--- src/rtl/pc_dual_push_fifo.sv ---
// Program-counter buffer: two push ports per cycle, one first-word-fall-through pop port,
// plus a running count of buffered entries that do not refer to the current character.
module pc_dual_push_fifo #(
    parameter int PC_WIDTH  = 8,
    parameter int DEPTH     = 16,
    parameter int CNT_WIDTH = $clog2(DEPTH + 1)
) (
    input  logic                 clk,
    input  logic                 rst,
    input  logic                 flush,
    input  logic                 in0_pc_valid,
    input  logic [PC_WIDTH-1:0]  in0_pc,
    input  logic                 in0_refer_to_char,
    output logic                 in0_pc_ready,
    input  logic                 in1_pc_valid,
    input  logic [PC_WIDTH-1:0]  in1_pc,
    input  logic                 in1_refer_to_char,
    output logic                 in1_pc_ready,
    output logic                 out_pc_valid,
    output logic [PC_WIDTH-1:0]  out_pc,
    output logic                 out_refer_to_char,
    input  logic                 out_pc_ready,
    output logic [CNT_WIDTH-1:0] count,
    output logic [CNT_WIDTH-1:0] cur_char_count,
    output logic                 cur_char_empty
);

    localparam int AW = $clog2(DEPTH);

    typedef struct packed {
        logic [PC_WIDTH-1:0] pc;
        logic                refer_to_char;
    } entry_t;

    entry_t               mem_q [DEPTH];
    logic [AW-1:0]        wr_ptr_q, wr_ptr_d;
    logic [AW-1:0]        rd_ptr_q, rd_ptr_d;
    logic [CNT_WIDTH-1:0] count_q, count_d;
    logic [CNT_WIDTH-1:0] cur_q, cur_d;
    logic                 push0, push1, pop;
    logic [AW-1:0]        in1_idx;

    // Readies depend on registered occupancy only, so a same-cycle pop never frees a slot.
    assign in0_pc_ready      = (count_q <= CNT_WIDTH'(DEPTH - 1));
    assign in1_pc_ready      = (count_q <= CNT_WIDTH'(DEPTH - 2));
    assign out_pc_valid      = (count_q != '0);
    assign out_pc            = mem_q[rd_ptr_q].pc;
    assign out_refer_to_char = mem_q[rd_ptr_q].refer_to_char;
    assign count             = count_q;
    assign cur_char_count    = cur_q;
    assign cur_char_empty    = (cur_q == '0);

    always_comb begin
        push0    = in0_pc_valid && in0_pc_ready && !flush;
        push1    = in1_pc_valid && in1_pc_ready && !flush;
        pop      = out_pc_valid && out_pc_ready && !flush;
        in1_idx  = push0 ? wr_ptr_q + AW'(1) : wr_ptr_q;
        wr_ptr_d = wr_ptr_q;
        rd_ptr_d = rd_ptr_q;
        count_d  = count_q;
        cur_d    = cur_q;
        if (flush) begin
            wr_ptr_d = '0;
            rd_ptr_d = '0;
            count_d  = '0;
            cur_d    = '0;
        end else begin
            wr_ptr_d = wr_ptr_q + AW'(push0) + AW'(push1);
            rd_ptr_d = rd_ptr_q + AW'(pop);
            count_d  = count_q + CNT_WIDTH'(push0) + CNT_WIDTH'(push1) - CNT_WIDTH'(pop);
            cur_d    = cur_q
                     + CNT_WIDTH'(push0 && !in0_refer_to_char)
                     + CNT_WIDTH'(push1 && !in1_refer_to_char)
                     - CNT_WIDTH'(pop && !out_refer_to_char);
        end
    end

    always_ff @(posedge clk or posedge rst) begin
        if (rst) begin
            wr_ptr_q <= '0;
            rd_ptr_q <= '0;
            count_q  <= '0;
            cur_q    <= '0;
        end else begin
            wr_ptr_q <= wr_ptr_d;
            rd_ptr_q <= rd_ptr_d;
            count_q  <= count_d;
            cur_q    <= cur_d;
        end
    end

    // Storage needs no reset: entries are only observed while counted as valid.
    always_ff @(posedge clk) begin
        if (push0) mem_q[wr_ptr_q] <= '{pc: in0_pc, refer_to_char: in0_refer_to_char};
        if (push1) mem_q[in1_idx]  <= '{pc: in1_pc, refer_to_char: in1_refer_to_char};
    end

endmodule

--- config.mk ---
export PLATFORM = sky130hd
export DESIGN_NAME = pc_dual_push_fifo
export DESIGN_NICKNAME = d
export VERILOG_FILES = /design/src/rtl/pc_dual_push_fifo.sv
export SDC_FILE = /design/constraint.sdc
export NUM_CORES = 1
export LEC_CHECK = 0
export BUFFER_PORTS_ARGS = -buffer_cell sky130_fd_sc_hd__buf_2
export CORE_MARGIN = 3
export CORE_UTILIZATION = 25
export DETAILED_ROUTE_END_ITERATION = 16
export GPL_TIMING_DRIVEN = 0
export PLACE_DENSITY_LB_ADDON = 0.05
export SYNTH_ARGS = -nofsm -noshare
export SYNTH_HDL_FRONTEND = slang
export SYNTH_SLANG_ARGS = --single-unit
--- constraint.sdc ---
create_clock -name clk -period 4.05 [get_ports clk]
set_clock_uncertainty 0.1 [all_clocks]
set_input_delay 0.81 -clock clk [delete_from_list [all_inputs] [get_ports clk]]
set_output_delay 0.81 -clock clk [all_outputs]
set_load 0.1 [all_outputs]
==> Word level (Yosys, flattened, before mapping) <==
Memory sizes are Yosys's and may differ from the RTL's.
Index checks and enable logic that the tools add are counted.
{ "word_totals": {"word_cells": 41, "reg_bits": 18, "ramBits": 144, "out_inout_bits": 23, "mem_count": 1} }
{ "classes": {"add_sub_neg": 10, "n_mux": 9, "n_lt_le_gt_ge": 2, "n_reduce_logical": 15} }
{ "memory_table": {"columns": ["memory", "depth", "width", "rd", "rd_ports_with_merged_regs", "write_ports", "line", "source"], "rows": [
  ["mem_q", 16, 9, 1, 0, 2, "35", "entry_t mem_q [DEPTH];"]
]} }
{ "op_table": {"columns": ["op", "count"], "rows": [
  ["adder 5 x 1 -> 5 bit", 4],
  ["adder 4 x 1 -> 4 bit", 3],
  ["2-to-1 mux 4 bit", 3],
  ["less-or-equal comparator 5 x 4 -> 1 bit (second input constant)", 2],
  ["2-to-1 mux 5 bit", 2],
  ["subtractor 5 x 1 -> 5 bit", 2],
  ["logical AND 1 bit", 9],
  ["logical NOT 5 bit", 1],
  ["nonzero test 5 bit", 1],
  ["adder 4 x 1 -> 4 bit (second input constant)", 1],
  ["logical NOT 1 bit", 4],
  ["2-to-1 mux 1 bit", 4]
]} }

==> Depth between registers and ports, before layout <==
{ "depth": {"ltp_word": 8, "ltp_mapped": 16} }

==> Least setup slack after synthesis <==
Ideal clock, no wire load.
{ "synth_path": {"path_type": "register -> output", "from": "register cur_q[3] (netlist: cur_char_count[3])", "to": "output port cur_char_empty", "path_slack_ps": -1017, "stages_incl_launch_ff": 4, "t_arrival_ps": 4157, "path_buffers": 0, "t_required_ps": 3140, "cell_sequence": "dfrtp_1 -> inv_1 -> ha_1 -> nor4b_1"} }
{ "synth_between": {"elab_chain_len": 1} }
{ "synth_rtl": {"columns": ["element", "line", "source"], "rows": [
  ["from (decl)", "39", "logic [CNT_WIDTH-1:0] cur_q, cur_d;"],
  ["from (signal assigned)", "88", "cur_q <= cur_d;"],
  ["logical NOT 5 bit", "51", "assign cur_char_empty = (cur_q == '0);"],
  ["to (decl)", "25", "output logic cur_char_empty"]
]} }
Every way passes these cells.

==> Worst setup path after layout <==
{ "layout_path": {"from": "register rd_ptr_q[0]", "to": "output port out_pc[3]"} }
{ "layout_between": {"elab_chain_len": 1} }
{ "layout_rtl": {"columns": ["element", "line", "source"], "rows": [
  ["from (decl)", "37", "logic [AW-1:0] rd_ptr_q, rd_ptr_d;"],
  ["from (signal assigned)", "86", "rd_ptr_q <= rd_ptr_d;"],
  ["memory read (16 x 9 bit)", null, null],
  ["to (decl)", "20", "output logic [PC_WIDTH-1:0] out_pc,"]
]} }
Every way passes these cells.

==> results by group <==
Timing
  • Crit share post-route: 0.956
  • RSZ-0062 raised after global routing: false
  • Fin. max-slew vios: 0
  • Headroom to the max-slew limit: 0.324
  • Worst slew pin tran: 1.01 ns
  • Min Tclk post-route: 3.87 ns
  • Final hold violations: 0
  • Final setup fails: 0
  • FMAX: 258 MHz

Power
  • Power Density: 517 nW/um2
  • Max rail drop VDD: 0.405 mV
  • Pleak: 0.00357 uW

Yosys
  • Yosys top cell area share: 0.481
  • Netlist area before placement: 9000 um2
  • #FFs+latches synth: 162
  • Most frequent cell after synthesis: mux2_2
  • Mapped Nets: 633
  • Post-synth top cells: mux2_2 (149), edfxtp_1 (144), mux4_2 (45), clkbuf_1 (34), nand2_1 (24)
  • Ys async rst share: 0.111
  • EDFF count, synth: 144
  • Post-synthesis sequential area ratio: 0.531
  • Syn_area_per_cell: 15.4 um2
  • Top FF cell, synth: edfxtp_1
  • Synth top area cells: edfxtp_1 (48%), mux2_2 (19%), mux4_2 (11%)
  • Yosys Warn Count: 0
  • Synthesized instance count: 584
  • Number of distinct library cells after synthesis: 50
  • Cell taking the most area after synthesis: edfxtp_1

Setup path
  • Crit start category: register
  • Setup Crit Path Kind: register to output pin
  • Worst-path fanout max: 10
  • CP arrival: 2.96 ns
  • Worst reg2reg path depth: 10
  • Critical path capture point type: output pin
  • Reg-to-reg slack, setup: 0.24 ns
  • RR Endpoint: mem_q[14][0]
  • RR Startpoint: count[4]
  • CP Data Required Time: 3.14 ns

Drt
  • DRT Wirelength: 28,500 um
  • Vias: 5,426
  • DRT antenna net count: 0
  • 1st-iter DRT viols: 389
  • Detailed-route DRC error count: 0
  • Drt via density: 4.85
  • First drt pass iteration count: 4
  • Post-DR wirelength/cell: 25.5 um

Die
  • Row count: 68
  • Die Wd: 196 um
  • Die Span Y: 196 um
  • Total Die Area: 38,300 um2
  • Core area: 35,000 um2
  • Initial Utilization: 0.257
  • IO Pins: 47

Global routing
  • Grt met3 use: 0.0295
  • Initial antenna violation count: 0
  • Vias in the first global route: 5,805
  • Met2 GRT Util: 0.250
  • First-pass GRT wire length: 41,600 um
  • Grt ovf: 0
  • Largest net degree at the start of global routing: 19
  • All-Layer GR Usage: 0.152
  • Gr busiest metal: met2
  • GR Util met1: 0.211

Clock network
  • Root Driver: clkbuf_16
  • CTS Buf Count: 17
  • Clock insertion delay at the later pin of the skew report: 0.43 ns
  • CTS clk-pin slew, worst paths: 0.07 ns
  • Hold Buf Count CTS: 0
  • H-tree level count: 4
  • CTS tree: done
  • CTS Buffer Depth: 2
  • Num Clock Sinks: 162

Cells and area
  • Share of cells above drive strength 1: 0.472
  • # nets final: 701
  • Antenna diode count: 0
  • Layout area overhead: 16.0%
  • Post-layout util: 0.298
  • Fill count: 3,479
  • Final non-filler cell area: 10,400 um2

Placed design
  • Post-DP Area: 9840 um2
  • DP Wirelength: 19,600 um
  • I/O Buffers: 46
  • Placer Congestion: 0.797

Hold path
  • Min-Delay Path Class: input pin to asynchronous set/reset pin

Outcome
  • Status: completed

Flow run
  • Max-cap violations: 0
-- stage by stage --
| stage | setup WS (ns) | hold slack [ns] | cells | total power [uW] | TNS [ns] |
|---|---|---|---|---|---|
| 6_report | 0.177 | 0.411 | 1118 | 5400 | 0 |
| 5_1_grt | 0.0177 | 0.460 | 1118 | 5640 | 0 |
| 4_1_cts | 0.0136 | 0.438 | 1117 | 5470 | 0 |
| 3_5_place_dp | -0.356 | 0.519 | 1086 | 3910 | -7.62 |
| 3_3_place_gp | -0.351 | 0.503 | 1085 | 3890 | -10.58 |
| 2_1_floorplan | 0.0560 | 0.483 | 584 | 3480 | 0 |
-- cell families (layout without fill, tap and decap cells) --
kind of cell	Yosys count	count (layout)	synth area share
compound gates	38	38	0.0395
xor+xnor	11	11	0.0107
fa+ha+maj	25	25	0.0389
buf+inv	60	139	0.0256
flops	162	162	0.531
mux	198	198	0.304
simple gates	90	90	0.0512
-- layout make-up --
| class | instances | area, um2 | area share |
|---|---|---|---|
| Timing Repair Buffer | 49 | 260 | 0.0249 |
| Clock inverter | 12 | 108 | 0.0103 |
| Sequential cell | 162 | 4770 | 0.457 |
| Clock buffer | 18 | 429 | 0.0411 |
| Multi-Input combinational cell | 362 | 4050 | 0.388 |
| Inverter | 20 | 75.1 | 0.00719 |
| Buffer | 40 | 175 | 0.0168 |
| Tap cell | 455 | 569 | 0.0545 |
-- flip-flops by register name (all words and copies together), names as in the netlist --
register / cells
mem_q: 144
count: 5
cur_char_count: 5
rd_ptr_q: 4
wr_ptr_q: 4
-- where the power goes --
| part | total, uW | internal, uW | switching (uW) |
|---|---|---|---|
| sequential | 1990 | 1920 | 69.3 |
| combinational | 1860 | 548 | 1320 |
| clock | 1540 | 842 | 699 |
| total | 5400 | 3310 | 2080 |
-- layer usage --
metal  routed length, um  share of wire
met1               13300           0.47
met2               14000           0.49
met3                 993          0.035
met4                 191         0.0067
met5                   0              0
-- placed cells by master, fill, tap and decap left out, types with 3 or more instances in the layout --
cell type and count:
buf_4 3, mux2i_1 4, mux2_2 149, nand2_2 6, edfxtp_1 144, clkbuf_4 3
nand2b_1 3, fa_1 5, clkbuf_2 7, a21oi_2 3, mux4_2 45, nor2_1 21
buf_2 47, inv_6 4, ha_1 20, dfrtp_1 18, xnor2_1 8, clkbuf_1 28
nor3_1 3, nand2_1 18, o211ai_2 4, nor2b_1 7, xor2_1 3, inv_1 19
clkbuf_16 17, nand3_1 14, nand3_2 6, a21oi_1 8
-- how the worst max path moves through the flow --
stage	from	to	slack, ns	cells after the start
5_1_grt	count[4]	mem_q[1][3]	0.02	10
4_1_cts	rd_ptr_q[0]	out_pc[3]	0.01	5
2_1_floorplan	count[4]	count[4]	0.06	16
3_3_place_gp	rd_ptr_q[0]	out_pc[1]	-0.35	5
3_5_place_dp	flush	mem_q[2][3]	-0.36	8
6_report	rd_ptr_q[0]	out_pc[3]	0.18	5
-- critical path, stage by stage, from the launching register on --
cell      delay (ns)
dfrtp_1         0.35
clkbuf_2        0.34
clkbuf_4        0.41
mux4_2          0.61
mux4_2          0.50
buf_2           0.31
-- repair_timing --
action | CTS | global route
gates resized for setup | 20 | 10
pin swaps | 1 | 0
setup endpoints to repair | 36 | 54
setup buffers | 1 | 0
endpoints found under the hold margin | 0 | 0
No activity file was read; power rests on OpenSTA's default activity.
